## config.mk

```make
export PLATFORM = sky130hd
export DESIGN_NAME = lab4_g2_rx5
export DESIGN_NICKNAME = d
export VERILOG_FILES = /design/src/rtl/lab4_g2_rx5.sv
export SDC_FILE = /design/constraint.sdc
export NUM_CORES = 1
export LEC_CHECK = 0
export BUFFER_PORTS_ARGS = -buffer_cell sky130_fd_sc_hd__buf_2
export CAP_MARGIN = 5
export CORE_AREA = 5 5 66 68
export DETAILED_ROUTE_END_ITERATION = 7
export DIE_AREA = 0 0 71 73
export PLACE_DENSITY = 0.5
export SETUP_SLACK_MARGIN = 0.15
export SLEW_MARGIN = 20
export SYNTH_ARGS = -nofsm -noshare
export SYNTH_HDL_FRONTEND = slang
export SYNTH_SLANG_ARGS = --single-unit
```

## constraint.sdc

```tcl
create_clock -name clk -period 3.3 [get_ports clk]
set_input_delay 0.66 -clock clk [delete_from_list [all_inputs] [get_ports clk]]
set_output_delay 0.66 -clock clk [all_outputs]
set_load 0.05 [all_outputs]
```

## src/rtl/lab4_g2_rx5.sv

```systemverilog
// ============================================================================
// lab4_g2_rx5 : oversampling receiver for the 5-bit start/data/stop frame.
// Optional macro RX_MAJORITY_EN selects a 3-sample majority decision bit.
// Revision 1.0 : initial release
// ============================================================================
`default_nettype none

module lab4_g2_rx5 #(
  parameter int OS = 8
) (
  input  logic       clk,
  input  logic       reset,
  input  logic       en,
  input  logic       rx,
  output logic [4:0] Q,
  output logic       gecerli,
  output logic       cerceve_hata,
  output logic       mesgul
);

  localparam int             C_TW   = $clog2(OS);
  localparam logic [C_TW-1:0] C_HALF = C_TW'(OS / 2 - 1);
  localparam logic [C_TW-1:0] C_LAST = C_TW'(OS - 1);

  typedef enum logic [2:0] {
    BOSTA = 3'd0,
    BASLA = 3'd1,
    VERI  = 3'd2,
    DUR   = 3'd3,
    BEKLE = 3'd4
  } state_t;

  state_t          state_q;
  logic [C_TW-1:0] tick_q;
  logic [2:0]      bit_q;
  logic [4:0]      sr_q;
  logic [4:0]      q_q;
  logic            gecerli_q;
  logic            cerceve_q;
  logic            mesgul_q;
  logic            rx_s1_q;
  logic            rx_s_q;
  logic            dec_bit;

  // Line idles high, so the synchronizer resets to 1 to avoid a false start.
  always_ff @(posedge clk) begin
    if (reset) begin
      rx_s1_q <= 1'b1;
      rx_s_q  <= 1'b1;
    end else begin
      rx_s1_q <= rx;
      rx_s_q  <= rx_s1_q;
    end
  end

`ifdef RX_MAJORITY_EN
  logic [1:0] hist_q;

  // Two captured samples plus the live one form the three-sample window.
  always_ff @(posedge clk) begin
    if (reset) begin
      hist_q <= 2'b11;
    end else if (en) begin
      hist_q <= {hist_q[0], rx_s_q};
    end
  end

  assign dec_bit = (hist_q[1] & hist_q[0]) | (hist_q[1] & rx_s_q) | (hist_q[0] & rx_s_q);
`else
  assign dec_bit = rx_s_q;
`endif

  always_ff @(posedge clk) begin
    if (reset) begin
      state_q   <= BOSTA;
      tick_q    <= '0;
      bit_q     <= 3'd0;
      sr_q      <= 5'd0;
      q_q       <= 5'd0;
      gecerli_q <= 1'b0;
      cerceve_q <= 1'b0;
      mesgul_q  <= 1'b0;
    end else begin
      gecerli_q <= 1'b0;
      cerceve_q <= 1'b0;
      if (en) begin
        case (state_q)
          BOSTA: begin
            if (!rx_s_q) begin
              state_q  <= BASLA;
              tick_q   <= '0;
              mesgul_q <= 1'b1;
            end
          end
          BASLA: begin
            if (tick_q == C_HALF) begin
              tick_q <= '0;
              if (!dec_bit) begin
                state_q <= VERI;
                bit_q   <= 3'd0;
              end else begin
                state_q  <= BOSTA;
                mesgul_q <= 1'b0;
              end
            end else begin
              tick_q <= tick_q + C_TW'(1);
            end
          end
          VERI: begin
            if (tick_q == C_LAST) begin
              tick_q <= '0;
              for (int i = 0; i < 5; i++) begin
                if (bit_q == 3'(i)) sr_q[i] <= dec_bit;
              end
              bit_q <= bit_q + 3'd1;
              if (bit_q == 3'd4) state_q <= DUR;
            end else begin
              tick_q <= tick_q + C_TW'(1);
            end
          end
          DUR: begin
            if (tick_q == C_LAST) begin
              tick_q <= '0;
              if (dec_bit) begin
                q_q       <= sr_q;
                gecerli_q <= 1'b1;
                state_q   <= BOSTA;
                mesgul_q  <= 1'b0;
              end else begin
                cerceve_q <= 1'b1;
                state_q   <= BEKLE;
              end
            end else begin
              tick_q <= tick_q + C_TW'(1);
            end
          end
          BEKLE: begin
            // Wait for the line to recover so a stuck-low line cannot retrigger.
            if (rx_s_q) begin
              state_q  <= BOSTA;
              mesgul_q <= 1'b0;
            end
          end
          default: begin
            state_q  <= BOSTA;
            tick_q   <= '0;
            mesgul_q <= 1'b0;
          end
        endcase
      end
    end
  end

  assign Q            = q_q;
  assign gecerli      = gecerli_q;
  assign cerceve_hata = cerceve_q;
  assign mesgul       = mesgul_q;

endmodule

`default_nettype wire
```

== After elaboration in Yosys (flattened, before gate mapping) ==
Cells that the tools add are included.

* $add $sub $neg: 2
* Eq/ne operators: 17
* Reduce and logical (&&, ||, !) cells: 15
* Bitwise operators: 5
* Muxes and demuxes: 23

{| class="wikitable"
|+ Operator list
! kind !! number
|-
| $mux 3 || 12
|-
| $reduce_and 4->1 || 6
|-
| $eq 3x2->1 const B || 5
|-
| $pmux 3 s5 || 1
|-
| $ne 2x2->1 const B || 7
|-
| $pmux 3 s4 || 1
|-
| $reduce_and 5->1 || 2
|-
| $eq 3x3->1 const B || 3
|-
| $reduce_and 7->1 || 1
|-
| $add 3x1->3 const B || 2
|-
| $eq 3x1->1 const B || 2
|-
| $logic_not 3->1 || 2
|-
| $mux 1 || 6
|-
| $pmux 3 s2 || 1
|-
| $not 1->1 || 5
|-
| $pmux 1 s5 || 1
|-
| $reduce_or 4->1 || 1
|-
| $reduce_and 3->1 || 1
|-
| $mux 2 || 1
|-
| $reduce_bool 2->1 || 1
|-
| $reduce_or 2->1 || 1
|}

* Flip-flop bits (word level): 24
* Input port bits: 4

== Depth between registers and ports, before layout ==
* Depth in word-level cells: 4
* Mapped depth: 7
* Gate-level depth less buffers: 7

== Worst setup path after synthesis ==
OpenSTA, ideal clock, no wires.

* Path type: register -> register
* From: reg tick_q[0]
* To: reg q_q[0] (netlist: Q[0])
* Stages on the path, launching flop included: 8
* Path buffers: 1
* Path slack: 1.623 ns
* Library setup time: 0.128 ns
* Arrival: 1.549 ns
* Cell sequence: dfxtp_1 ha_1 ha_1 and3_1 buf_2 nand3_1 mux2i_1 nor2_1

* Cells in the longest elaborated chain, start to end: 2

{| class="wikitable"
|+ Ends and longest elaborated chain
! what !! RTL line !! source
|-
| from (decl) || 34 || <nowiki>logic [C_TW-1:0] tick_q;</nowiki>
|-
| from (signal assigned) || 106 || <nowiki>tick_q <= tick_q + C_TW'(1);</nowiki>
|-
| from (signal assigned) || 118 || <nowiki>tick_q <= tick_q + C_TW'(1);</nowiki>
|-
| from (signal assigned) || 134 || <nowiki>tick_q <= tick_q + C_TW'(1);</nowiki>
|-
| $eq 3x3->1 || 122 || <nowiki>if (tick_q == C_LAST) begin</nowiki>
|-
| $reduce_and 4->1 (no line) || - ||
|-
| to (signal assigned) || 125 || <nowiki>q_q <= sr_q;</nowiki>
|-
| to (decl) || 37 || <nowiki>logic [4:0] q_q;</nowiki>
|}

No other way between the ends.
A chain may end at the register's enable or synchronous reset.

== Final worst setup path ==
* From: reg tick_q[0]
* To: reg q_q[1] (netlist: Q[1])

Same word-level chain as after synthesis.

==> summary.md <==
| Metric | Value |
|---|---|
| Max VDD drop | 0.209 mV |
| Critical path cell sequence | ha_1 -> ha_1 -> and3_1 -> nand3_1 -> mux2i_1 -> nor2_1 |
| WS Path Type | register to register |
| Layout Skew | 2.15 ps |
| DRT Pass-1 Iters | 4 |
| Setup TNS | 0 ps |
| Status | finished, final reports clean |
| Post-synth EDFFs | 0 |
| Reg-to-reg critical path endpoint | Q[1] |
| Register bit total from synthesis | 24 |
| Post-route ant nets | 0 |
| Fin util | 36.0% |
| Post-CTS setup buffer count | 0 |
| Worst path slowest cell | dfxtp_1 |
| Required @ worst endpoint | 3450 ps |
| Chip width | 71 um |
| DR vias/cell | 4.88 |
| Largest net degree at the start of global routing | 26 |
| Starting Density | 32.6% |
| Worst-Skew Late Latency | 270 ps |
| RD Place Congestion | 0.831 |
| Most frequent cells in the layout | 24 x dfxtp_1, 17 x nor2_1, 11 x buf_2, 10 x mux2i_1, 10 x ha_1 |
| Syn_nets | 151 |
| Core Footprint | 0.00380 mm^2 |
| Worst-path fanout max | 7 |
| FP Rows | 23 |
| Cts repair resizes | 0 |
| Min Tclk post-route | 1870 ps |
| Worst-Margin Slew | 652 ps |
| Reg area | 480 um^2 |
| Layout cell share with drive strength beyond 1 | 15.3% |
| Fmax achieved | 535 MHz |
| Power Density | 429 mW/mm^2 |
| Max-cap violation count | 0 |
| Syn_area_per_cell | 9.03 um^2 |
| Synth-to-layout area growth | 10.6% |
| Overflow after GRT | 0 |
| WHS Path Cells | 1 |
| Final wirelength | 2330 um |
| CTS H-tree lvls | 1 |
| Final cycle utilization of the critical path | 56.6% |
| Root buf cell | clkbuf_8 |
| Mapped Cells | 137 |
| Arrival time worst endpoint | 2020 ps |
| Syn Std Cell Area | 0.00124 mm^2 |
| Reg-to-Reg Start | tick_q[0] |
| Min-Delay Path Class | register to register |
| Worst Hold Endpoint | dec_bit |
| Final Net Count | 159 |
| Top Ports | 12 |
| Asr flop ratio synth | 0% |
| Worst Path Buf+Inv | 0 |
| Critical Path End Type | register |
| Multi-input logic area | 669 um^2 |
| Leakage | 0.000600 uW |
| ANT cells | 0 |
| Final Hold Vio Count | 0 |
| Setup-failing EPs final | 0 |
| Critical path startpoint category | register |
| Vias in the first global route | 893 |
| Warnings, synthesis | 0 |
| Predominant post-synthesis flop cell | dfxtp_1 |
| Die H | 73 um |
| Overall routing resource usage | 9.59% |
| Post-CTS Hold Fix Bufs | 0 |
| DRT iter0 DRCs | 26 |
| Dpl hpwl | 1740 um |
| Most common cell after layout, fill and taps aside | dfxtp_1 |
| CTS tree | done |
| CTS clk-pin slew, worst paths | 90 ps |
| Unrepaired setup endpoints after global routing | no |
| Cell mode on critical path | ha_1 |
| First-pass GRT wire length | 4000 um |
| Number of antenna violations at the first check in global routing | 0 |
| Filler cells | 414 |
| Post-synthesis sequential area ratio | 38.8% |
| Post-synth cell types | 33 |
| Hold path start | rx_s1_q |
| IO Port Bufs | 11 |
| Worst path max stage delay | 360 ps |
| Clk sinks | 24 |
| Drt wl/cell | 12.0 um |
| Full die area | 0.00518 mm^2 |
| Slew Viols, Final | 0 |
| CP delay by family, top | simple AND/OR/NAND/NOR gates |
| Remaining DRCs | 0 |
| Slew headroom | 56.1% |
| CTS Buf Count | 3 |
| Via count | 947 |
| Reg2Reg Setup Slack | 1430 ps |
| CTS Buffer Depth | 2 |
| Worst r2r path cells | 6 |
-- flip-flops by register name, indices dropped and copies added (netlist names), 3 cells and up --
signal and count:
state_q 3, bit_q 3, Q 5, tick_q 3, sr_q 5
-- worst max-delay path by stage --
stage / end / startpoint / slack [ps] / cells after the start
after CTS: Q[1] / tick_q[0] / 1380 / 6
after global routing: Q[3] / tick_q[0] / 1240 / 6
after global placement: Q[0] / en / 1490 / 5
after floorplan: Q[0] / tick_q[0] / 1620 / 7
after detailed placement: Q[1] / tick_q[0] / 1410 / 6
final: Q[1] / tick_q[0] / 1430 / 6
-- logic make-up (layout without fill, tap and decap cells) --
| logic type | after synthesis | in the layout | share of synthesized area, % |
|---|---|---|---|
| buffers and inverters | 16 | 23 | 7.08 |
| flip-flops | 24 | 24 | 38.8 |
| XOR/XNOR | 1 | 1 | 0.708 |
| adder cells (fa/ha/maj) | 10 | 10 | 10.1 |
| AO/OA/AOI/OAI | 22 | 22 | 12.4 |
| AND/OR/NAND/NOR | 52 | 52 | 20.9 |
| multiplexers | 12 | 12 | 9.91 |
-- area by class of cell --
| cell class | instances | share of cell area, % |
|---|---|---|
| Clock buffer | 3 | 3.02 |
| Clock inverter | 1 | 2.19 |
| Inverter | 8 | 2.19 |
| Multi-Input combinational cell | 97 | 48.9 |
| Sequential cell | 24 | 35.1 |
| Tap cell | 50 | 4.57 |
| Timing Repair Buffer | 11 | 4.02 |
-- Yosys cell counts, types with 2 or more instances --
cell type,number,area [um^2]
a2111o_1,2,22.5
a21o_1,2,15.0
a21oi_1,6,30.0
buf_6,3,33.8
clkbuf_1,3,11.3
dfxtp_1,24,480
ha_1,10,125
inv_1,8,30.0
mux2_2,2,22.5
mux2i_1,10,100
nand2_1,9,33.8
nand2b_1,4,25.0
nand3_1,4,20.0
nand4_1,4,25.0
nor2_1,17,63.8
nor2b_1,2,12.5
nor3_1,3,15.0
o21ai_0,4,20.0
o31ai_1,2,15.0
or2_2,3,18.8
or3_1,3,18.8
-- power breakdown --
| part | internal (uW) | switching [uW] | total (uW) |
|---|---|---|---|
| Combinational | 12.3 | 21.2 | 33.5 |
| Sequential | 292 | 4.08 | 296 |
| Clock | 162 | 95.7 | 258 |
-- layer usage --
metal	up-vias	global-route usage, %	share of wire, %
met1	449	12.1	48
met5	-	0	0
li1	484	-	-
met3	4	2.20	2.7
met4	0	3.76	1.4
met2	10	15.9	48
-- metrics by stage --
step	hold slack (ps)	worst slack [ps]	instances	cell area (um^2)	total power (uW)
6_report	413	1430	194	1370	588
4_1_cts	415	1380	194	1370	595
5_1_grt	437	1240	194	1370	615
2_1_floorplan	389	1620	137	1240	330
3_5_place_dp	394	1410	190	1300	337
3_3_place_gp	392	1490	190	1300	336
Note: power is estimated with default switching activity, not from simulation.
